File: src/rtl/sine_duty_gen_if.sv
// Bundle between the PWM tick domain logic and the sine duty generator.
// master: drives en, tick, phase_inc; slave: returns width, width_valid, wrap.
interface sine_duty_gen_if #(
    parameter int PHASE_W = 32,
    parameter int WIDTH_W = 32
);
    logic               en;
    logic               tick;
    logic [PHASE_W-1:0] phase_inc;
    logic [WIDTH_W-1:0] width;
    logic               width_valid;
    logic               wrap;

    modport master (
        output en, tick, phase_inc,
        input  width, width_valid, wrap
    );

    modport slave (
        input  en, tick, phase_inc,
        output width, width_valid, wrap
    );
endinterface

File: src/rtl/sine_duty_gen.sv
// DDS sine duty-width generator: one double-buffered PWM width per tick.
// Ports: clk, rst (sync, active-high), bus (slave: en/tick/phase_inc in, width/width_valid/wrap out).
module sine_duty_gen #(
    parameter int PERIOD  = 1000,
    parameter int PHASE_W = 32,
    parameter int LUT_AW  = 8,
    parameter int AMP_W   = 16,
    parameter int WIDTH_W = 32
) (
    input logic            clk,
    input logic            rst,
    sine_duty_gen_if.slave bus
);

    localparam int                 QW       = 2 ** LUT_AW;
    localparam logic [WIDTH_W-1:0] HALF     = WIDTH_W'(PERIOD / 2);
    localparam logic [WIDTH_W-1:0] PERIOD_L = WIDTH_W'(PERIOD);
    localparam logic [AMP_W-1:0]   MID      = {1'b1, {(AMP_W-1){1'b0}}};

    // Quarter-wave entry, sampled half a step into each bin so that
    // mirroring around pi/2 maps bin i exactly onto bin QW-1-i.
    function automatic logic [AMP_W-2:0] lut_val(input int i);
        real x;
        real s;
        x = 3.14159265358979323846 / 2.0 * (real'(i) + 0.5) / real'(QW);
        s = real'((2 ** (AMP_W - 1)) - 1) * $sin(x);
        return (AMP_W-1)'($rtoi(s + 0.5));
    endfunction

    logic [AMP_W-2:0] lut_rom [QW];

    for (genvar gi = 0; gi < QW; gi++) begin : g_lut
        localparam logic [AMP_W-2:0] V = lut_val(gi);
        assign lut_rom[gi] = V;
    end

    logic [PHASE_W-1:0] phase_q, phase_d;
    logic               s1_v_q, s1_v_d;
    logic [LUT_AW-1:0]  s1_idx_q, s1_idx_d;
    logic               s1_neg_q, s1_neg_d;
    logic               s2_v_q, s2_v_d;
    logic [AMP_W-2:0]   s2_mag_q, s2_mag_d;
    logic               s2_neg_q, s2_neg_d;
    logic               s3_v_q, s3_v_d;
    logic [AMP_W-1:0]   s3_u_q, s3_u_d;
    logic [WIDTH_W-1:0] pending_q, pending_d;
    logic [WIDTH_W-1:0] width_q, width_d;
    logic               width_valid_q, width_valid_d;
    logic               wrap_q, wrap_d;

    logic               launch;
    logic               carry;
    logic [PHASE_W-1:0] sum;
    logic [1:0]         quad;
    logic [LUT_AW-1:0]  addr;
    logic [WIDTH_W-1:0] scaled;

    always_comb begin
        launch        = bus.tick & bus.en;
        {carry, sum}  = {1'b0, phase_q} + {1'b0, bus.phase_inc};
        quad          = phase_q[PHASE_W-1 -: 2];
        addr          = phase_q[PHASE_W-3 -: LUT_AW];

        phase_d       = phase_q;
        pending_d     = pending_q;
        width_d       = width_q;
        width_valid_d = 1'b0;
        wrap_d        = 1'b0;

        // S1: fold phase into a quarter-wave index and a sign
        s1_v_d   = launch;
        s1_idx_d = quad[0] ? ~addr : addr;
        s1_neg_d = quad[1];

        // S2: registered ROM read
        s2_v_d   = s1_v_q;
        s2_mag_d = lut_rom[s1_idx_q];
        s2_neg_d = s1_neg_q;

        // S3: offset-binary sample, always within [1, 2^AMP_W-1]
        s3_v_d = s2_v_q;
        s3_u_d = s2_neg_q ? MID - {1'b0, s2_mag_q}
                          : MID + {1'b0, s2_mag_q};

        // S4: scale to the PWM period with a full-precision product
        scaled = WIDTH_W'(({{WIDTH_W{1'b0}}, s3_u_q} *
                           {{AMP_W{1'b0}}, PERIOD_L}) >> AMP_W);
        if (s3_v_q) begin
            pending_d = scaled;
        end

        // A disabled tick forces mid-scale even over a late completion
        if (bus.tick) begin
            width_valid_d = 1'b1;
            if (bus.en) begin
                width_d = pending_q;
                phase_d = sum;
                wrap_d  = carry;
            end else begin
                width_d   = HALF;
                pending_d = HALF;
            end
        end
    end

    always_ff @(posedge clk) begin
        if (rst) begin
            phase_q       <= '0;
            s1_v_q        <= 1'b0;
            s1_idx_q      <= '0;
            s1_neg_q      <= 1'b0;
            s2_v_q        <= 1'b0;
            s2_mag_q      <= '0;
            s2_neg_q      <= 1'b0;
            s3_v_q        <= 1'b0;
            s3_u_q        <= '0;
            pending_q     <= HALF;
            width_q       <= HALF;
            width_valid_q <= 1'b0;
            wrap_q        <= 1'b0;
        end else begin
            phase_q       <= phase_d;
            s1_v_q        <= s1_v_d;
            s1_idx_q      <= s1_idx_d;
            s1_neg_q      <= s1_neg_d;
            s2_v_q        <= s2_v_d;
            s2_mag_q      <= s2_mag_d;
            s2_neg_q      <= s2_neg_d;
            s3_v_q        <= s3_v_d;
            s3_u_q        <= s3_u_d;
            pending_q     <= pending_d;
            width_q       <= width_d;
            width_valid_q <= width_valid_d;
            wrap_q        <= wrap_d;
        end
    end

    assign bus.width       = width_q;
    assign bus.width_valid = width_valid_q;
    assign bus.wrap        = wrap_q;

endmodule
File: src/flat_wrapper.sv
// flat-port wrapper written by rule: the top's interface ports become plain ports
module sine_duty_gen_flat 
#(
    parameter int PERIOD  = 1000,
    parameter int PHASE_W = 32,
    parameter int LUT_AW  = 8,
    parameter int AMP_W   = 16,
    parameter int WIDTH_W = 32
)
  (clk, rst, bus_en, bus_tick, bus_phase_inc, bus_width, bus_width_valid, bus_wrap);
  sine_duty_gen_if #(.PHASE_W(PHASE_W), .WIDTH_W(WIDTH_W)) bus_i ();
  input logic clk;
  input logic rst;
  input wire logic [$bits(bus_i.en)-1:0] bus_en;
  input wire logic [$bits(bus_i.tick)-1:0] bus_tick;
  input wire logic [$bits(bus_i.phase_inc)-1:0] bus_phase_inc;
  output wire logic [$bits(bus_i.width)-1:0] bus_width;
  output wire logic [$bits(bus_i.width_valid)-1:0] bus_width_valid;
  output wire logic [$bits(bus_i.wrap)-1:0] bus_wrap;
  assign bus_i.en = bus_en;
  assign bus_i.tick = bus_tick;
  assign bus_i.phase_inc = bus_phase_inc;
  assign bus_width = bus_i.width;
  assign bus_width_valid = bus_i.width_valid;
  assign bus_wrap = bus_i.wrap;
  sine_duty_gen #(.PERIOD(PERIOD), .PHASE_W(PHASE_W), .LUT_AW(LUT_AW), .AMP_W(AMP_W), .WIDTH_W(WIDTH_W)) u_core (.clk(clk), .rst(rst), .bus(bus_i));
endmodule
File: config.mk
export PLATFORM = sky130hd
export DESIGN_NAME = sine_duty_gen_flat
export DESIGN_NICKNAME = d
export VERILOG_FILES = /design/src/rtl/sine_duty_gen_if.sv /design/src/rtl/sine_duty_gen.sv /design/src/flat_wrapper.sv
export SDC_FILE = /design/constraint.sdc
export NUM_CORES = 1
export LEC_CHECK = 0
export ABC_AREA = 1
export CAP_MARGIN = 20
export CORE_UTILIZATION = 50
export CTS_CLUSTER_DIAMETER = 50
export CTS_CLUSTER_SIZE = 14
export DETAILED_ROUTE_END_ITERATION = 10
export PLACE_DENSITY = 0.66
export SKIP_LAST_GASP = 1
export SLEW_MARGIN = 15
export SYNTH_ARGS = -nofsm -noshare
export SYNTH_HDL_FRONTEND = slang
export SYNTH_SLANG_ARGS = --single-unit
File: constraint.sdc
create_clock -name clk -period 4.97 [get_ports clk]
set_clock_uncertainty 0.05 [all_clocks]
set_input_delay 0.994 -clock clk [delete_from_list [all_inputs] [get_ports clk]]
set_output_delay 0.994 -clock clk [all_outputs]
set_load 0.01 [all_outputs]
==> results <==
- The area used by sequential logic in the layout is 2850 sq um.
- After the last flow step, the layout net total stands at 2465.
- The normalized max-slew margin is 27.6%.
- Counting along the longest clock path gives a buffer depth of 2.
- In the synthesized netlist the async set-or-reset flop fraction comes to 0%.
- TritonCTS built the clock tree.
- For this run, the leading register cell type out of synthesis is sky130_fd_sc_hd__dfxtp_1.
- Once placement finished, the instance area stood at 14600 sq um.
- The number of antenna violations at the first check in global routing was 0.
- During synthesis, Yosys emitted a total of 0 warnings.
- The minimum clock period after layout is 4400 ps.
- The number of nets handed over by synthesis was 2442.
- The finished cells cover 15200 sq um.
- The library cell used most frequently in the layout, excluding fill and tap cells, is sky130_fd_sc_hd__nand2_1.
- After clock tree synthesis, the clock-pin slew on the worst setup and hold paths is 80 ps.
- STA classifies the critical path startpoint as a register.
- The vias per cell is 5.68.
- The floorplan step set the die height to 168 microns.
- The die footprint is 28200 sq um.
- Gates resized during post-CTS repair numbered 0.
- The area growth from synthesis to layout is 10.4%.
- The source-to-sink clock delay at the later pin of the worst-skew pair is 440 ps.
- The setup total negative slack is 0 ps.
- The gate count of the mapped netlist is 2253.
- The via count of the first global-routing pass came to 14300.
- The run finished with clean final reports.
- For the pin with the worst max-slew slack, the measured transition is 1090 ps.
- The top cell types in the final layout, fill and taps aside, are sky130_fd_sc_hd__nand2_1 (605), sky130_fd_sc_hd__inv_1 (373), sky130_fd_sc_hd__nand3_1 (246), sky130_fd_sc_hd__nor2_1 (211), sky130_fd_sc_hd__dfxtp_1 (140).
- A synthesized cell averages 6.10 sq um.
- The endpoint kind of the worst setup timing path is a register.
- The standard cell core area is 27000 sq um.
- The count of endpoints failing hold in the final timing report is 0.
- The number of buffers inserted to repair setup after CTS is 0.
- The top-level port count is 70.
- Once detail routing completed, the nets flagged for antenna violations numbered 0.
- Data arrives at the worst endpoint at 4680 ps.
- The maximum net fanout on the critical path is 5.
- The DRC violations left is 0.
- The cell area after synthesis is 13700 sq um.
- Counting distinct cell types in the post-synthesis netlist gives 42.
- The number of optimization iterations in the first detailed-route pass is 8.
- After detailed routing, the average wire length per cell comes to 18.4 microns.
- After synthesis the netlist holds a flip-flop and latch count of 142.
- The filler cells instantiated in the layout total 2808.
- The worst setup path is of the reg2reg kind.
- The total congestion overflow is 0.
- The routability congestion estimate from global placement is 1.08.
- The required time of the critical path is 5250 ps.
- The pin count of the biggest net entering global routing is 70.
- The half-perimeter wire length after detailed placement is 35.6 mm.
- The static leakage power is 0.00769 uW.
- The number of pins exceeding their max-slew limit in the final report was 0.
- The clock tree synthesis step divided the H-tree into 4 levels.
- The CTS sink count is 142.
- The first global-routing pass estimated 77.5 mm of wire.
- The overall track demand over capacity in global routing is 35.1%.
- The number of DRC markers after the initial detailed-route iteration is 1736.
- Setup repair after global routing left no endpoint under its margin.
- The max capacitance violation total is 0.
- The cts-stage hold buffer count is 0.
- The wire length after detailed routing is 48.4 mm.
- Buffers inserted during clock tree synthesis total 17.
- The effective utilization at floorplan is 51.0%.
- The worst-case IR drop observed on VDD is 0.186 mV.
- The repair_antennas step left the layout with diodes totalling 0.
- The total number of placement rows is 60.
- The synthesized design contains 0 enable-type register cells.
- The area of the multi-input gates is 9040 sq um.
- The achievable frequency is 227 MHz.
- Setup violations remaining at the end of the flow were counted as 0.
- The final period utilization is 88.5%.
- The fraction of final layout cells with drive strength greater than 1 is 3.41%.
- The via count of the routed design is 14900.
- Sequential cells were found to cover 20.7% of the synthesized design area.
- In this run the worst hold path is classified as reg2reg.
- The tree is rooted in a sky130_fd_sc_hd__clkbuf_16.
- The floorplan step set the die width to 168 microns.
- Power spread over the standard cell area amounts to 319 nW/um^2.
- The count of input and output buffers is 69.
-- critical path, cell delays in order (launching register included) --
cell	delay (ps)
sky130_fd_sc_hd__dfxtp_1	440
sky130_fd_sc_hd__inv_1	170
sky130_fd_sc_hd__fa_1	590
sky130_fd_sc_hd__fa_1	460
sky130_fd_sc_hd__fa_1	490
sky130_fd_sc_hd__fa_1	510
sky130_fd_sc_hd__inv_1	40
sky130_fd_sc_hd__ha_1	350
sky130_fd_sc_hd__a21oi_1	200
sky130_fd_sc_hd__a21boi_0	470
sky130_fd_sc_hd__nand2_1	120
sky130_fd_sc_hd__nand2_1	100
sky130_fd_sc_hd__nand3_1	70
sky130_fd_sc_hd__nand2_1	70
sky130_fd_sc_hd__nand3_1	70
sky130_fd_sc_hd__nand2_1	70
sky130_fd_sc_hd__inv_1	40
-- cells by family (layout without fill, tap and decap cells) --
family	count (synthesis)	count (layout)	synth area share [%]
adder cells (fa/ha/maj)	153	153	16.9
buffers and inverters	465	501	13.6
XOR/XNOR	15	15	0.956
AND/OR/NAND/NOR	1165	1165	35.5
AO/OA/AOI/OAI	313	313	12.4
flip-flops	142	142	20.7
-- sequential cells by signal, summed over array words and instances (netlist names) --
register and count:
u_core.bus.wrap 1, u_core.s3_u_q 16, u_core.s2_neg_q 1, u_core.s1_v_q 1, u_core.s1_neg_q 1, u_core.s3_v_q 1
u_core.phase_q 32, u_core.s2_v_q 1, u_core.s1_idx_q 8, u_core.s2_mag_q 15, u_core.bus.width 32, u_core.pending_q 32
u_core.bus.width_valid 1
-- layer usage --
metal  track usage [%]  up-vias  share of wire, %
met5                 0        -                 0
met4              17.0        0               5.0
met3              5.90      184               9.4
met2              54.4      797                43
met1              47.3     6755                43
li1                  -     7202                 -
-- report_power, final --
| group | leakage (uW) | internal, uW | switching, uW |
|---|---|---|---|
| logic | 0.00624 | 740 | 1500 |
| registers | 0.00116 | 1200 | 68.6 |
| clock network | 0.000297 | 685 | 641 |
-- area by class of cell --
type                       count  share of cell area [%]
clock inverter                15                    1.21
timing repair buffer          88                    5.46
multi-input combinational   1646                    59.5
sequential                   142                    18.7
clock buffer                  17                    2.80
tap                          341                    2.81
inverter                     381                    9.44
-- cells in the mapped netlist (5+ instances only) --
library cell	count	area, sq um
sky130_fd_sc_hd__o22ai_1	6	37.5
sky130_fd_sc_hd__o211ai_1	27	203
sky130_fd_sc_hd__ha_1	99	1240
sky130_fd_sc_hd__buf_4	8	60.1
sky130_fd_sc_hd__xor2_1	14	123
sky130_fd_sc_hd__nand4_1	20	125
sky130_fd_sc_hd__a21o_1	5	37.5
sky130_fd_sc_hd__buf_6	6	67.6
sky130_fd_sc_hd__fa_1	54	1080
sky130_fd_sc_hd__nand3_1	246	1230
sky130_fd_sc_hd__and2_1	7	43.8
sky130_fd_sc_hd__o21ai_0	130	651
sky130_fd_sc_hd__buf_2	36	180
sky130_fd_sc_hd__inv_1	373	1400
sky130_fd_sc_hd__nor2_1	213	800
sky130_fd_sc_hd__dfxtp_1	142	2840
sky130_fd_sc_hd__a21oi_1	123	616
sky130_fd_sc_hd__nor3_1	51	255
sky130_fd_sc_hd__nand2_2	6	37.5
sky130_fd_sc_hd__buf_1	6	22.5
sky130_fd_sc_hd__clkbuf_1	28	105
sky130_fd_sc_hd__nand2_1	605	2270
-- per-stage QoR --
step | util (%) | instances | power, uW | hold WS (ps) | worst slack (ps)
2_1_floorplan | - | 2253 | 2890 | 338 | 1060
3_3_place_gp | 54.1 | 2598 | 3450 | 342 | 720
3_5_place_dp | 54.1 | 2598 | 3470 | 345 | 627
4_1_cts | 56.3 | 2630 | 4820 | 358 | 620
5_1_grt | 56.3 | 2630 | 5220 | 398 | 228
6_report | 56.3 | 2630 | 4840 | 356 | 574
-- worst paths after layout --
path / startpoint / end / slack (ps) / cells after the start
setup / recovery: u_core.s3_u_q[7]$_SDFF_PP0_ / u_core.pending_q[9]$_SDFF_PP0_ / 570 / 16
hold / removal: u_core.s1_v_q$_SDFF_PP0_ / u_core.s2_v_q$_SDFF_PP0_ / 360 / 2
setup reg to reg: u_core.s3_u_q[7]$_SDFF_PP0_ / u_core.pending_q[9]$_SDFF_PP0_ / 570 / 16
hold reg to reg: u_core.s1_v_q$_SDFF_PP0_ / u_core.s2_v_q$_SDFF_PP0_ / 360 / 2
Note: power is estimated with default switching activity, not from simulation.
